`src/rtl/sample3_pkg.sv`:
```
`default_nettype none
// +----------------------------------------------------------------------+
// | sample3_pkg : shared defaults and word type for the sample3 block     |
// | Rev 1.0                                                              |
// +----------------------------------------------------------------------+
package sample3_pkg;

  localparam int SAMPLE3_WIDTH = 32;
  localparam int SAMPLE3_DEPTH = 4;
  localparam int SAMPLE3_DROPW = 8;

  typedef logic [SAMPLE3_WIDTH-1:0] sample3_word_t;

endpackage
`default_nettype wire

```
`src/rtl/sample3_fifo.sv`:
```
`default_nettype none
// +----------------------------------------------------------------------+
// | sample3_fifo : registered-output FIFO with occupancy count           |
// | Rev 1.0                                                              |
// +----------------------------------------------------------------------+
module sample3_fifo #(
  parameter int WIDTH = 32,
  parameter int DEPTH = 4
) (
  input  logic                     clk,
  input  logic                     reset,
  input  logic                     push_i,
  input  logic                     pop_i,
  input  logic [WIDTH-1:0]         wdata_i,
  output logic [WIDTH-1:0]         rdata_o,
  output logic [$clog2(DEPTH):0]   level_o,
  output logic                     valid_o
);

  localparam int AW = $clog2(DEPTH);

  logic [WIDTH-1:0] mem_q [DEPTH];
  logic [AW-1:0]    wr_ptr_q, wr_ptr_d;
  logic [AW-1:0]    rd_ptr_q, rd_ptr_d;
  logic [AW:0]      level_q, level_d;

  always_comb begin
    wr_ptr_d = wr_ptr_q;
    rd_ptr_d = rd_ptr_q;
    level_d  = level_q;
    if (push_i) begin
      wr_ptr_d = wr_ptr_q + AW'(1);
      level_d  = level_d + (AW+1)'(1);
    end
    if (pop_i) begin
      rd_ptr_d = rd_ptr_q + AW'(1);
      level_d  = level_d - (AW+1)'(1);
    end
  end

  always_ff @(posedge clk) begin
    if (reset) begin
      wr_ptr_q <= '0;
      rd_ptr_q <= '0;
      level_q  <= '0;
    end else begin
      wr_ptr_q <= wr_ptr_d;
      rd_ptr_q <= rd_ptr_d;
      level_q  <= level_d;
    end
  end

  // Storage is deliberately left unreset; only the pointers define contents.
  always_ff @(posedge clk) begin
    if (push_i && !reset) begin
      mem_q[wr_ptr_q] <= wdata_i;
    end
  end

  assign rdata_o = mem_q[rd_ptr_q];
  assign level_o = level_q;
  assign valid_o = (level_q != '0);

endmodule
`default_nettype wire

```
`src/rtl/sample3.sv`:
```
`default_nettype none
// +----------------------------------------------------------------------+
// | sample3 : buffers a valid-only stream into a valid/ready FIFO, counts |
// | drops and returns an accepted-word count. Option: SAMPLE3_ACCUM_EN    |
// | Rev 1.0                                                              |
// +----------------------------------------------------------------------+
module sample3
  import sample3_pkg::*;
#(
  parameter int WIDTH = SAMPLE3_WIDTH,
  parameter int DEPTH = SAMPLE3_DEPTH,
  parameter int DROPW = SAMPLE3_DROPW
) (
  input  logic                     clk,
  input  logic                     reset,
  input  logic                     to3_dValid,
  input  logic [WIDTH-1:0]         to3_d,
  output logic                     out_valid,
  input  logic                     out_ready,
  output logic [WIDTH-1:0]         out_data,
  output logic [$clog2(DEPTH):0]   level,
  output logic [DROPW-1:0]         drop_cnt,
  output logic [WIDTH-1:0]         to2_b
);

  localparam int               LW         = $clog2(DEPTH) + 1;
  localparam logic [LW-1:0]    FULL_LEVEL = LW'(DEPTH);

  logic             pop;
  logic             push;
  logic             drop;
  logic [WIDTH-1:0] head;
  logic [DROPW-1:0] drop_cnt_q, drop_cnt_d;
  logic [WIDTH-1:0] to2_b_q, to2_b_d;

  assign pop  = out_valid && out_ready;
  // A full FIFO still accepts when the head leaves in the same cycle.
  assign push = to3_dValid && ((level < FULL_LEVEL) || pop);
  assign drop = to3_dValid && !push;

  sample3_fifo #(
    .WIDTH (WIDTH),
    .DEPTH (DEPTH)
  ) u_fifo (
    .clk     (clk),
    .reset   (reset),
    .push_i  (push),
    .pop_i   (pop),
    .wdata_i (to3_d),
    .rdata_o (head),
    .level_o (level),
    .valid_o (out_valid)
  );

  always_comb begin
    drop_cnt_d = drop_cnt_q;
    to2_b_d    = to2_b_q;
    if (drop && (drop_cnt_q != '1)) begin
      drop_cnt_d = drop_cnt_q + DROPW'(1);
    end
    if (push) begin
      to2_b_d = to2_b_q + WIDTH'(1);
    end
  end

  always_ff @(posedge clk) begin
    if (reset) begin
      drop_cnt_q <= '0;
      to2_b_q    <= '0;
    end else begin
      drop_cnt_q <= drop_cnt_d;
      to2_b_q    <= to2_b_d;
    end
  end

  assign drop_cnt = drop_cnt_q;
  assign to2_b    = to2_b_q;

`ifdef SAMPLE3_ACCUM_EN
  logic [WIDTH-1:0] acc_q;

  // Presented value is the accumulator as it will be after this pop.
  assign out_data = acc_q + head;

  always_ff @(posedge clk) begin
    if (reset) begin
      acc_q <= '0;
    end else if (pop) begin
      acc_q <= out_data;
    end
  end
`else
  assign out_data = head;
`endif

endmodule
`default_nettype wire

```
`config.mk`:
```
export PLATFORM = sky130hd
export DESIGN_NAME = sample3
export DESIGN_NICKNAME = d
export VERILOG_FILES = /design/src/rtl/sample3_pkg.sv /design/src/rtl/sample3_fifo.sv /design/src/rtl/sample3.sv
export SDC_FILE = /design/constraint.sdc
export NUM_CORES = 1
export LEC_CHECK = 0
export CORE_MARGIN = 8
export CORE_UTILIZATION = 35
export CTS_BUF_LIST = sky130_fd_sc_hd__clkbuf_8
export CTS_CLUSTER_DIAMETER = 60
export DETAILED_ROUTE_END_ITERATION = 8
export HOLD_SLACK_MARGIN = 0.12
export PLACE_DENSITY = 0.53
export SETUP_SLACK_MARGIN = 0.2
export SYNTH_ARGS = -nofsm -noshare
export SYNTH_HDL_FRONTEND = slang
export SYNTH_SLANG_ARGS = --single-unit
export TNS_END_PERCENT = 100
```
`constraint.sdc`:
```
create_clock -name clk -period 3 [get_ports clk]
set_input_delay 0.75 -clock clk [delete_from_list [all_inputs] [get_ports clk]]
set_output_delay 0.75 -clock clk [all_outputs]
set_load 0.005 [all_outputs]
```
==> flow_summary_export.csv <==
group,metric,value,unit
global_route,grt_pass1_vias,4659,
critical_path,reg2reg_slack,0.85,ns
sta,setup_viol,0,
critical_path,worstPathArrival,2.03,ns
placement,dpl_cell_area,8700,µm²
clocking,clk_path_buf_depth,2,
routing,drt_iter0_drc,243,
floorplan,rows,52,
synth,synth_top_cell_area_share,0.539,
sta,min_period,2.78,ns
placement,hpwl,10.4,mm
min_path,whs_path_depth,2,
sta,hold_viol,0,
synth,ys_types,40,
synth,synth_top_cell_by_area,"edfxtp_1",
synth,synth_fp_nets,507,
global_route,grt_max_degree,33,
min_path,hold_path_class,"flip-flop to flip-flop",
sta,fin_crit_sh,0.928,
power,power.density,645,nW/µm²
synth,post_synth.cell_area_avg,15.4,µm²
synth,ys_ff_latch,177,
sta,final_max_slew_viol_count,0,
min_path,worstHoldStart,"u_fifo.wr_ptr_q[1]",
clocking,cts.sinks,177,
critical_path,crit_fanout,4,
cells_and_area,nets,650,
power,p_leak,3.19,nW
synth,ys_warn_count,0,
critical_path,slowest_stage,"mux4_2",
routing,ant_nets,0,
critical_path,reg2reg_to,"to2_b[24]",
critical_path,path_cells,"buf_12 -> buf_16 -> buf_4 -> mux4_2 -> dlygate4sd2_1",
sta,fin_skew,0.0193,ns
floorplan,die_width,159,µm
cells_and_area,insertedDiodeCount,0,
floorplan,io_pins,112,
cells_and_area,n_fill_cell,1760,
sta,rsz0062_at_grt,"yes",
routing,wl_per_cell,18.1,µm
synth,synth_ff_type,"edfxtp_1",
critical_path,start_kind,"flip-flop",
clocking,cts_tree,"yes",
critical_path,cp.required,2.25,ns
routing,viasPerCell,5.02,
critical_path,reg2reg_from,"to2_b[0]",
routing,postRouteWirelength,16.1,mm
synth,syn_area,7130,µm²
clocking,cts_buffers,17,
floorplan,die_height,159,µm
synth,async_reset_ff_frac,0,
global_route,overflow,0,
floorplan,die-area,25200,µm²
global_route,grt_pass1_wl,26.2,mm
min_path,whs_endpoint,"u_fifo.wr_ptr_q[1]",
critical_path,critical_path_class,"flip-flop to output port",
power,vdd_ir_drop_max,0.261,mV
routing,dr.pass1.iters,4,
clocking,cts_hold_buf,0,
routing,drc_errors,0,
global_route,grt_usage,0.131,
clocking,clk_latency,0.45,ns
floorplan,start_util,0.355,
synth,ys_seq_area_frac,0.676,
synth,synth_most_common_cell,"edfxtp_1",
sta,worst_pin_slew,0.431,ns
cells_and_area,final_area,9320,µm²
flow_run,max-cap-violations,0,
placement,port_buffers,111,
run_status,status,"complete, no violations",
synth,synthTopCellsByCount,"edfxtp_1, dfxtp_1, mux4_2",
power,finalPower,6.01,mW
critical_path,crit_path_max_incr_delay,0.49,ns
routing,via_count,4454,
critical_path,cp-end-kind,"output port",
critical_path,worstRegToRegCells,5,
synth,synthCells,462,
placement,gp_congestion,0.785,
clocking,ctsHtreeMaxLevel,4,
floorplan,core,20100,µm²
sta,fin_setup_tns,0,ns
synth,synth_edf_count,128,
clocking,cts_root_buf,"clkbuf_8",
synth,yosys-top-cells-area,"edfxtp_1, dfxtp_1, mux4_2, mux2_2, ha_1",
cells_and_area,layout-drive-gt1-share,0.204,
clocking,clk_pin_slew,0.08,ns
global_route,antenna_found_initial,1,
cells_and_area,area_growth,30.7,%
sta,fmax,0.359,GHz
sta,relSlewSlack,0.713,
critical path, delay by kind of cell, from the launching register on:
| family | cells | cell delay [ns] |
|---|---|---|
| buf+inv | 4 | 0.65 |
| mux | 1 | 0.49 |
| flops | 1 | 0.46 |
power breakdown:
group / internal, mW / total [mW] / switching, mW
Combinational: 0.958 / 1.54 / 0.582
Clock: 0.697 / 1.63 / 0.936
Sequential: 2.75 / 2.84 / 0.0898
cell usage in the layout, fill, tap and decap left out, types with 9 or more instances in the layout:
master / synthesis / routed
or3_1: 9 / 9
nor2_1: 29 / 29
or4_1: 9 / 9
dfxtp_1: 49 / 46
nor2b_1: 12 / 12
nand3_1: 15 / 15
ha_1: 9 / 9
edfxtp_1: 128 / 128
dlymetal6s2s_1: 0 / 17
clkdlybuf4s50_1: 0 / 79
clkbuf_8: 0 / 17
buf_4: 0 / 23
xnor2_1: 10 / 10
nand2_1: 21 / 21
mux2_2: 11 / 11
nand4_1: 11 / 11
nor4_1: 14 / 14
a21oi_1: 19 / 19
o31ai_1: 9 / 9
mux4_2: 32 / 32
repair_timing:
item / in CTS / in global routing
endpoints found under the setup margin: 32 / 28
endpoints found under the hold margin: 0 / 0
setup buffers: 4 / 10
pin swaps: 0 / 0
resized for setup: 17 / 29
gates cloned: 2 / 1
kinds of logic (layout without fill, tap and decap cells):
kind of cell,after synthesis,count (layout),share of synthesized area
flops,177,177,0.676
simple gates,143,143,0.112
mux,45,45,0.121
compound gates,43,43,0.0365
buf+inv,29,185,0.0167
xor+xnor,16,16,0.0216
fa+ha+maj,9,9,0.0158
layer usage:
layer,share of wire,wire length [µm],track usage
met1,0.46,7400,0.162
met2,0.48,7680,0.212
met3,0.054,865,0.0427
met4,0.0093,150,0.0403
met5,0.00081,13,0
stage by stage:
step / setup WS (ns) / utilization / hold WS (ns) / instances
4_1_cts: 0.127 / 0.457 / 0.520 / 877
2_1_floorplan: 0.361 / - / 0.469 / 462
5_1_grt: 0.118 / 0.464 / 0.538 / 888
3_3_place_gp: 0.261 / 0.433 / 0.493 / 839
6_report: 0.215 / 0.464 / 0.509 / 888
3_5_place_dp: 0.145 / 0.433 / 0.505 / 839
worst max-delay path by stage:
stage | from | to | slack [ns] | depth (start not counted)
6_report | flip-flop | out_data[11] | 0.22 | 5
5_1_grt | flip-flop | out_data[11] | 0.12 | 5
4_1_cts | flip-flop | out_data[9] | 0.13 | 3
3_5_place_dp | out_ready | u_fifo.level_o[2] | 0.14 | 8
3_3_place_gp | out_ready | to2_b[24] | 0.26 | 5
2_1_floorplan | out_ready | u_fifo.mem_q[0][0] | 0.36 | 5
state kept, by name (all words and copies together) (netlist names), named ones only:
signal / count
to2_b: 32
u_fifo.wr_ptr_q: 2
u_fifo.level_o: 3
u_fifo.rd_ptr_q: 2
u_fifo.mem_q: 128
drop_cnt: 8
final cells by class:
class,count,area (µm²),share of cell area
clock buffer,17,234,0.0251
clock inverter,15,169,0.0181
inverter,8,30.0,0.00322
multi-input combinational,256,2200,0.236
sequential,177,4830,0.518
tap,270,338,0.0362
timing repair buffer,145,1530,0.164
No activity file was read; power rests on OpenSTA's default activity.
